## config.mk

```make
export PLATFORM = sky130hd
export DESIGN_NAME = wbsplit2
export DESIGN_NICKNAME = d
export VERILOG_FILES = /design/src/rtl/wbsplit_pkg.sv /design/src/rtl/wbsplit_watchdog.sv /design/src/rtl/wbsplit2.sv
export SDC_FILE = /design/constraint.sdc
export NUM_CORES = 1
export LEC_CHECK = 0
export CAP_MARGIN = 20
export CORE_AREA = 2 2 98 100
export CTS_CLUSTER_DIAMETER = 60
export CTS_CLUSTER_SIZE = 12
export DETAILED_ROUTE_END_ITERATION = 10
export DIE_AREA = 0 0 100 102
export PLACE_DENSITY_LB_ADDON = 0.15
export SETUP_SLACK_MARGIN = 0.5
export SYNTH_ARGS = -nofsm -noshare
export SYNTH_HDL_FRONTEND = slang
export SYNTH_HIERARCHICAL = 1
export SYNTH_SLANG_ARGS = --single-unit
```

## constraint.sdc

```tcl
create_clock -name i_clk -period 3.1 [get_ports i_clk]
set_clock_uncertainty 0.2 [all_clocks]
set_input_delay 0.62 -clock i_clk [delete_from_list [all_inputs] [get_ports i_clk]]
set_output_delay 0.62 -clock i_clk [all_outputs]
set_load 0.1 [all_outputs]
```

## src/rtl/wbsplit_pkg.sv

```systemverilog
// wbsplit_pkg: shared slave-select type, default address map and decode helper for wbsplit2
package wbsplit_pkg;

    typedef enum logic [1:0] {
        SEL_S0   = 2'd0,
        SEL_S1   = 2'd1,
        SEL_NONE = 2'd2
    } slave_sel_t;

    localparam logic [31:0] DEF_S0_BASE = 32'h0000_0000;
    localparam logic [31:0] DEF_S0_MASK = 32'hFFFF_F000;
    localparam logic [31:0] DEF_S1_BASE = 32'h0000_1000;
    localparam logic [31:0] DEF_S1_MASK = 32'hFFFF_F000;

    function automatic slave_sel_t decode(input logic [63:0] adr, input logic [63:0] b0,
                                          input logic [63:0] m0, input logic [63:0] b1,
                                          input logic [63:0] m1);
        return ((adr & m0) == b0) ? SEL_S0 : ((adr & m1) == b1) ? SEL_S1 : SEL_NONE;
    endfunction

endpackage

```

## src/rtl/wbsplit_watchdog.sv

```systemverilog
// wbsplit_watchdog: reloadable down-counter flagging a slave that stops answering (built only with WBSPLIT_TIMEOUT_EN)
`ifdef WBSPLIT_TIMEOUT_EN
module wbsplit_watchdog #(
    parameter int TIMEOUT = 15
) (
    input  logic i_clk,
    input  logic i_reset_n,
    input  logic i_reload,
    input  logic i_active,
    output logic o_expire
);
    localparam int CW = $clog2(TIMEOUT + 1);

    logic [CW-1:0] cnt_q, cnt_d;

    assign o_expire = i_active && cnt_q == CW'(1);

    // Reload on any progress, otherwise count down while requests are outstanding
    always_comb cnt_d = i_reload ? CW'(TIMEOUT) : (i_active && cnt_q != '0) ? cnt_q - 1'b1 : cnt_q;

    // Counter register
    always_ff @(posedge i_clk or negedge i_reset_n) begin
        if (!i_reset_n) cnt_q <= '0;
        else            cnt_q <= cnt_d;
    end
endmodule
`endif

```

## src/rtl/wbsplit2.sv

```systemverilog
// wbsplit2: one-master to two-slave pipelined Wishbone splitter; define WBSPLIT_TIMEOUT_EN to add a hung-slave watchdog
module wbsplit2 import wbsplit_pkg::*; #(
    parameter int              AW      = 32,
    parameter int              DW      = 32,
    parameter logic [AW-1:0]   S0_BASE = AW'(DEF_S0_BASE),
    parameter logic [AW-1:0]   S0_MASK = AW'(DEF_S0_MASK),
    parameter logic [AW-1:0]   S1_BASE = AW'(DEF_S1_BASE),
    parameter logic [AW-1:0]   S1_MASK = AW'(DEF_S1_MASK),
    parameter int              LGDEPTH = 3,
    parameter int              TIMEOUT = 15
) (
    input  logic            i_clk,
    input  logic            i_reset_n,
    input  logic            i_cyc,
    input  logic            i_stb,
    input  logic            i_we,
    input  logic [AW-1:0]   i_adr,
    input  logic [DW-1:0]   i_dat,
    input  logic [DW/8-1:0] i_sel,
    output logic            o_ack,
    output logic            o_stall,
    output logic            o_err,
    output logic [DW-1:0]   o_data,
    output logic            o_s0_cyc,
    output logic            o_s0_stb,
    input  logic            i_s0_ack,
    input  logic            i_s0_stall,
    input  logic            i_s0_err,
    input  logic [DW-1:0]   i_s0_data,
    output logic            o_s1_cyc,
    output logic            o_s1_stb,
    input  logic            i_s1_ack,
    input  logic            i_s1_stall,
    input  logic            i_s1_err,
    input  logic [DW-1:0]   i_s1_data,
    output logic            o_we,
    output logic [AW-1:0]   o_adr,
    output logic [DW-1:0]   o_dat,
    output logic [DW/8-1:0] o_sel
);
    localparam logic [LGDEPTH:0] FULL = {1'b1, {LGDEPTH{1'b0}}};

    slave_sel_t       dec, r_sel_q, r_sel_d;
    logic [LGDEPTH:0] r_cnt_q, r_cnt_d;
    logic             r_err_pend_q, r_err_pend_d;
    logic             live, busy, blocked, slv_stall, sel_ack, sel_err, accept, acc_map, wd_expire;

    assign dec       = decode(64'(i_adr), 64'(S0_BASE), 64'(S0_MASK), 64'(S1_BASE), 64'(S1_MASK));
    assign live      = i_reset_n && i_cyc;
    assign busy      = r_cnt_q != '0;
    assign blocked   = (busy && dec != r_sel_q) || r_cnt_q == FULL || r_err_pend_q || wd_expire;
    assign slv_stall = dec == SEL_S0 ? i_s0_stall : dec == SEL_S1 ? i_s1_stall : 1'b0;
    assign sel_ack   = busy && (r_sel_q == SEL_S1 ? i_s1_ack : i_s0_ack);
    assign sel_err   = busy && (r_sel_q == SEL_S1 ? i_s1_err : i_s0_err);
    assign accept    = live && i_stb && !blocked && !slv_stall;
    assign acc_map   = accept && dec != SEL_NONE;

    assign o_stall  = i_reset_n && (blocked || slv_stall);
    assign o_ack    = live && sel_ack;
    assign o_err    = live && (r_err_pend_q || sel_err || wd_expire);
    assign o_data   = r_sel_q == SEL_S1 ? i_s1_data : i_s0_data;
    assign o_s0_cyc = live && !wd_expire && (busy ? r_sel_q == SEL_S0 : dec == SEL_S0);
    assign o_s1_cyc = live && !wd_expire && (busy ? r_sel_q == SEL_S1 : dec == SEL_S1);
    assign o_s0_stb = live && i_stb && dec == SEL_S0 && !blocked;
    assign o_s1_stb = live && i_stb && dec == SEL_S1 && !blocked;
    assign o_we     = i_we;
    assign o_adr    = i_adr;
    assign o_dat    = i_dat;
    assign o_sel    = i_sel;

`ifdef WBSPLIT_TIMEOUT_EN
    wbsplit_watchdog #(.TIMEOUT(TIMEOUT)) u_watchdog (
        .i_clk     (i_clk),
        .i_reset_n (i_reset_n),
        .i_reload  (acc_map || sel_ack),
        .i_active  (busy && i_cyc),
        .o_expire  (wd_expire)
    );
`else
    logic unused_timeout;
    assign wd_expire      = 1'b0;
    assign unused_timeout = TIMEOUT == 0;
`endif

    // Latch the target on a mapped accept, track outstanding requests, flag unmapped accepts
    always_comb begin
        r_sel_d      = acc_map ? dec : r_sel_q;
        r_err_pend_d = accept && dec == SEL_NONE;
        r_cnt_d      = (!live || sel_err || wd_expire) ? '0 :
                       (acc_map && !sel_ack)           ? r_cnt_q + 1'b1 :
                       (!acc_map && sel_ack)           ? r_cnt_q - 1'b1 : r_cnt_q;
    end

    // State registers
    always_ff @(posedge i_clk or negedge i_reset_n) begin
        if (!i_reset_n) begin
            r_sel_q      <= SEL_S0;
            r_cnt_q      <= '0;
            r_err_pend_q <= 1'b0;
        end else begin
            r_sel_q      <= r_sel_d;
            r_cnt_q      <= r_cnt_d;
            r_err_pend_q <= r_err_pend_d;
        end
    end
endmodule

```

* After elaboration in Yosys (flattened, before gate mapping)
Cells that the tools add are included.
** Cells by class
- Add/subtract/negate cells :: 2
- Equal/unequal tests :: 7
- Muxes and demuxes :: 12
- Reductions and logical operators :: 35
** Operators with widths (number)
- $logic_not A64 Y1 :: 1
- $mux W32 :: 1
- $eq A20 B1 Y1 const B :: 1
- $logic_and A1 B1 Y1 :: 20
- $mux W4 :: 3
- $mux W1 :: 6
- $logic_not A1 Y1 :: 5
- $logic_or A1 B1 Y1 :: 5
- $add A4 B1 Y4 const B :: 1
- $eq A2 B1 Y1 const B :: 2
- $eq A4 B4 Y1 const B :: 1
- $logic_not A2 Y1 :: 2
- $mux W2 :: 2
- $reduce_bool A4 Y1 :: 1
- $sub A4 B1 Y4 const B :: 1
- $reduce_bool A3 Y1 :: 1
- $eq A2 B2 Y1 const B :: 1
- $ne A2 B2 Y1 :: 1
- $ne A2 B2 Y1 const B :: 1
** Storage, ports and cells
- Register bits :: 7
- Logic and storage cells :: 59

* Longest topological paths before layout
- Depth in word-level cells :: 16
- Depth in mapped cells :: 12

* Worst setup path after synthesis
Ideal clock, no wire load.
- Kind :: input port to output port
- Start point :: input port i_adr[15]
- End point :: output port o_s1_cyc
- Data arrival time :: 3176 ps
- Path slack :: -896 ps
- Cell stages on the path :: 4
- Path through :: or4_4 nor4_4 nand4_1 a21oi_1
** On the way
- Word-level cells in the longest chain between the ends :: 6
- Elaborated cells between the ends (all ways) :: 7
** RTL lines
- start, declared :: RTL line wbsplit2.sv:17 : input logic [AW-1:0] i_adr,
- $eq A20 B1 Y1 :: RTL line wbsplit_pkg.sv:18 : return ((adr & m0) == b0) ? SEL_S0 : ((adr & m1) == b1) ? SEL_S1 : SEL_NONE;
- $mux W2 :: RTL line wbsplit_pkg.sv:18
- $mux W2 * :: RTL line wbsplit_pkg.sv:18
- $eq A2 B1 Y1 * :: RTL line wbsplit2.sv:63 : assign o_s1_cyc = live && !wd_expire && (busy ? r_sel_q == SEL_S1 : dec == SEL_S1);
- $mux W1 * :: RTL line wbsplit2.sv:63
- $logic_and A1 B1 Y1 * :: RTL line wbsplit2.sv:63
- end, declared :: RTL line wbsplit2.sv:30 : output logic o_s1_cyc,
Every way passes the cells marked *; elsewhere a longest branch is shown, timed or not.

* Final worst setup path
- Start point :: input port i_adr[13]
- End point :: output port o_s1_cyc
The elaborated chain is that of the path after synthesis.

==> impl_metrics.env <==
export IMPL_finalHoldViolCount=0
export IMPL_grt_pass1_wl_um=9535
export IMPL_die_x_um=100
export IMPL_area_growth_pct=135.4
export IMPL_cp_data_arrival_time_ns=2.34
export IMPL_synth_flop_cell="dfrtp_1"
export IMPL_antenna_cells=0
export IMPL_p_int_mw=0.4408
export IMPL_cts_sinks=7
export IMPL_grt_ovfl_total=0
export IMPL_firstDrtPassIters=4
export IMPL_io_buffers=152
export IMPL_rsz0062_at_grt="true"
export IMPL_tightest_slew_ns=0.3663
export IMPL_relSlewSlack_pct=75.58
export IMPL_row_count=35
export IMPL_cp_end_kind="output port"
export IMPL_ant_nets=0
export IMPL_p_sw_mw=0.3903
export IMPL_drv_cap=0
export IMPL_synth_top_cells_by_area="buf_4 32%, mux2_2 14%, dfrtp_1 11%"
export IMPL_htreeDepth=1
export IMPL_die_area_um2=10200
export IMPL_async_flop_share_pct=100.0
export IMPL_stdcell_count=426
export IMPL_cts_tree="built"
export IMPL_worst_skew_pair_late_latency_ns=0.23
export IMPL_fp_coreArea_um2=9109
export IMPL_cts_buffers_inserted=3
export IMPL_seq_area_frac_synth_pct=10.70
export IMPL_setup_violations=5
export IMPL_grt_max_degree=15
export IMPL_outcome="complete, but fails checks"
export IMPL_yosysUniqueCellTypes=37
export IMPL_peakVddDrop_mv=0.1076
export IMPL_maxSlewViolCount=0
export IMPL_place_ws_ns=-0.6660
export IMPL_dp_hpwl_um=5496
export IMPL_first_global_vias=1785
export IMPL_comb_power_share_pct=73.4
export IMPL_fin_ws_ns=-0.05911
export IMPL_start_util_pct=17.98
export IMPL_wl_per_cell_um=15.85
export IMPL_syn_cell_area_um2=1638
export IMPL_via_count=1757
export IMPL_nets=463
export IMPL_avgSynthCellArea_um2=8.442
export IMPL_drt_iter0_drc=17
export IMPL_seqPwrFrac_pct=11.2
export IMPL_grt_total_usage_pct=11.84
export IMPL_root_buffer="clkbuf_8"
export IMPL_dp_cells=403
export IMPL_crit_type="in -> out"
export IMPL_finalCritPeriodShare_pct=101.9
export IMPL_cts_reportedPaths_clkPinSlew_ns=0.04
export IMPL_yosysTopAreaCellShare_pct=31.63
export IMPL_antenna_found_initial=0
export IMPL_drc_errors=0
export IMPL_violations="negative setup slack"
export IMPL_yosys_warnings=6
export IMPL_vias_per_cell=4.124
export IMPL_sw_frac_of_total_pct=46.97
export IMPL_syn_instance_count=194
export IMPL_fin_crit_ns=3.159
export IMPL_die_h_um=102
export IMPL_drive_gt1_share_pct=58.10
export IMPL_gp_congestion=0.7790
export IMPL_fmax_mhz=316.5
export IMPL_post_cts_hold_buffer_count=0
export IMPL_synth_top_cell_by_area="buf_4"
export IMPL_critPathMaxFanout=4
export IMPL_pwr_density_cell_nw_per_um2=215.5
export IMPL_startpoint_type="input port"
export IMPL_synth_edf_count=0
export IMPL_critPathRequiredTime_ns=2.28
export IMPL_syn_num_nets=341
export IMPL_p_leak_nw=1.641
export IMPL_routed_wl_um=6752
export IMPL_power_frac_clock_pct=15.4
export IMPL_clock_path_buffers=2
export IMPL_final_core_util_pct=42.34
export IMPL_ys_ff_latch=7
export IMPL_io_pins=251
export IMPL_hp_class="reg -> reg"
==> placed cells by master, fill, tap and decap left out, types with 3 or more instances in the layout <==
master and instances:
clkdlybuf4s50_1 73, buf_12 47, buf_4 42, mux2_4 25
buf_6 14, nor2_1 10, mux2_2 9, inv_1 6
buf_2 5, dfrtp_1 5, or4_4 4, nor2_4 4
dlygate4sd2_1 4, a21o_1 3, a21oi_1 3, xor2_1 3
ha_4 3, clkbuf_8 3, clkdlybuf4s15_1 3
==> power by group through the flow <==
stage          Sequential [mW]  Clock, mW  Combinational [mW]
2_1_floorplan           0.0940          0               0.627
3_3_place_gp            0.0941          0               0.590
3_5_place_dp            0.0943          0               0.591
4_1_cts                 0.0930      0.130               0.599
5_1_grt                 0.0930      0.134               0.628
6_report                0.0930      0.128               0.610
==> registers in the layout, indices dropped and copies added (netlist names) <==
| signal | count |
|---|---|
| r_sel_q | 2 |
| r_err_pend_q | 1 |
| r_cnt_q | 4 |
==> critical path: stages <==
cell and delay, ns:
buf_6 0.09, or4_4 0.55, nor4_4 0.31, buf_4 0.20
buf_6 0.09, nand4_1 0.08, a21oi_2 0.20, buf_12 0.19
==> metal layers <==
metal | wire length, um | up-vias | track usage, %
li1 | - | 844 | -
met5 | 0 | - | 0
met2 | 3568 | 83 | 22.66
met4 | 50 | 0 | 1.791
met1 | 2583 | 820 | 13.91
met3 | 550 | 10 | 2.394
==> worst paths after layout <==
kind	slack [ns]	startpoint	cells past startpoint	end
setup / recovery	-0.06	i_adr[13]	8	o_s1_cyc
hold / removal	0.39	r_sel_q[0]	1	r_sel_q[0]
setup reg to reg	0.26	r_cnt_q[1]	12	r_cnt_q[3]
hold reg to reg	0.39	r_sel_q[0]	1	r_sel_q[0]
max in group asynchronous	2.06	i_reset_n	2	r_sel_q[1]
min in group asynchronous	0.51	i_reset_n	2	r_err_pend_q
==> cell usage after synthesis (2+ instances only) <==
| master | instances |
|---|---|
| o21ai_1 | 2 |
| mux2i_1 | 3 |
| clkbuf_1 | 2 |
| nand4_1 | 2 |
| nand3_1 | 2 |
| a21o_1 | 3 |
| or3_1 | 3 |
| ha_1 | 3 |
| mux2_2 | 20 |
| or4_4 | 2 |
| inv_1 | 7 |
| and2_1 | 2 |
| nor2b_1 | 3 |
| xor2_1 | 3 |
| o2111ai_1 | 2 |
| a211oi_1 | 2 |
| buf_4 | 69 |
| a21oi_1 | 6 |
| mux2_1 | 15 |
| buf_2 | 4 |
| or4_1 | 2 |
| nor2_1 | 16 |
| dfrtp_1 | 7 |
==> final cells by class <==
cell class                      instances  area [um^2]
Timing Repair Buffer                  193         2293
Inverter                                7        28.78
Clock buffer                            4        45.04
Multi-Input combinational cell        104         1172
Tap cell                              111        138.9
Sequential cell                         7        177.7
Fill cell                             885         5253
==> through the flow <==
step	cell area (um^2)	setup TNS (ns)	power [mW]	hold WS (ns)
after floorplan	1723	-1.555	0.7206	0.1244
after global placement	3415	-3.172	0.6844	0.4071
after detailed placement	3415	-3.457	0.6854	0.4163
after CTS	3607	-0.2432	0.8221	0.3924
after global routing	3856	-0.9502	0.8554	0.4161
final	3856	-0.1722	0.8311	0.3887
==> cells by family after synthesis <==
logic type               after synthesis  share of synthesized area (%)
AO/OA/AOI/OAI                         21                          9.396
flip-flops                             7                          10.70
AND/OR/NAND/NOR                       38                          13.75
XOR/XNOR                               3                          1.605
multiplexers                          38                          25.90
adder cells (fa/ha/maj)                4                          3.514
buffers and inverters                 83                          35.14
==> timing repair <==
action | CTS | global route
setup buffers | 9 | 9
setup endpoints to repair | 14 | 40
gates resized for setup | 78 | 50
gates cloned | 0 | 1
pin swaps | 18 | 13
No activity file was read; power rests on OpenSTA's default activity.
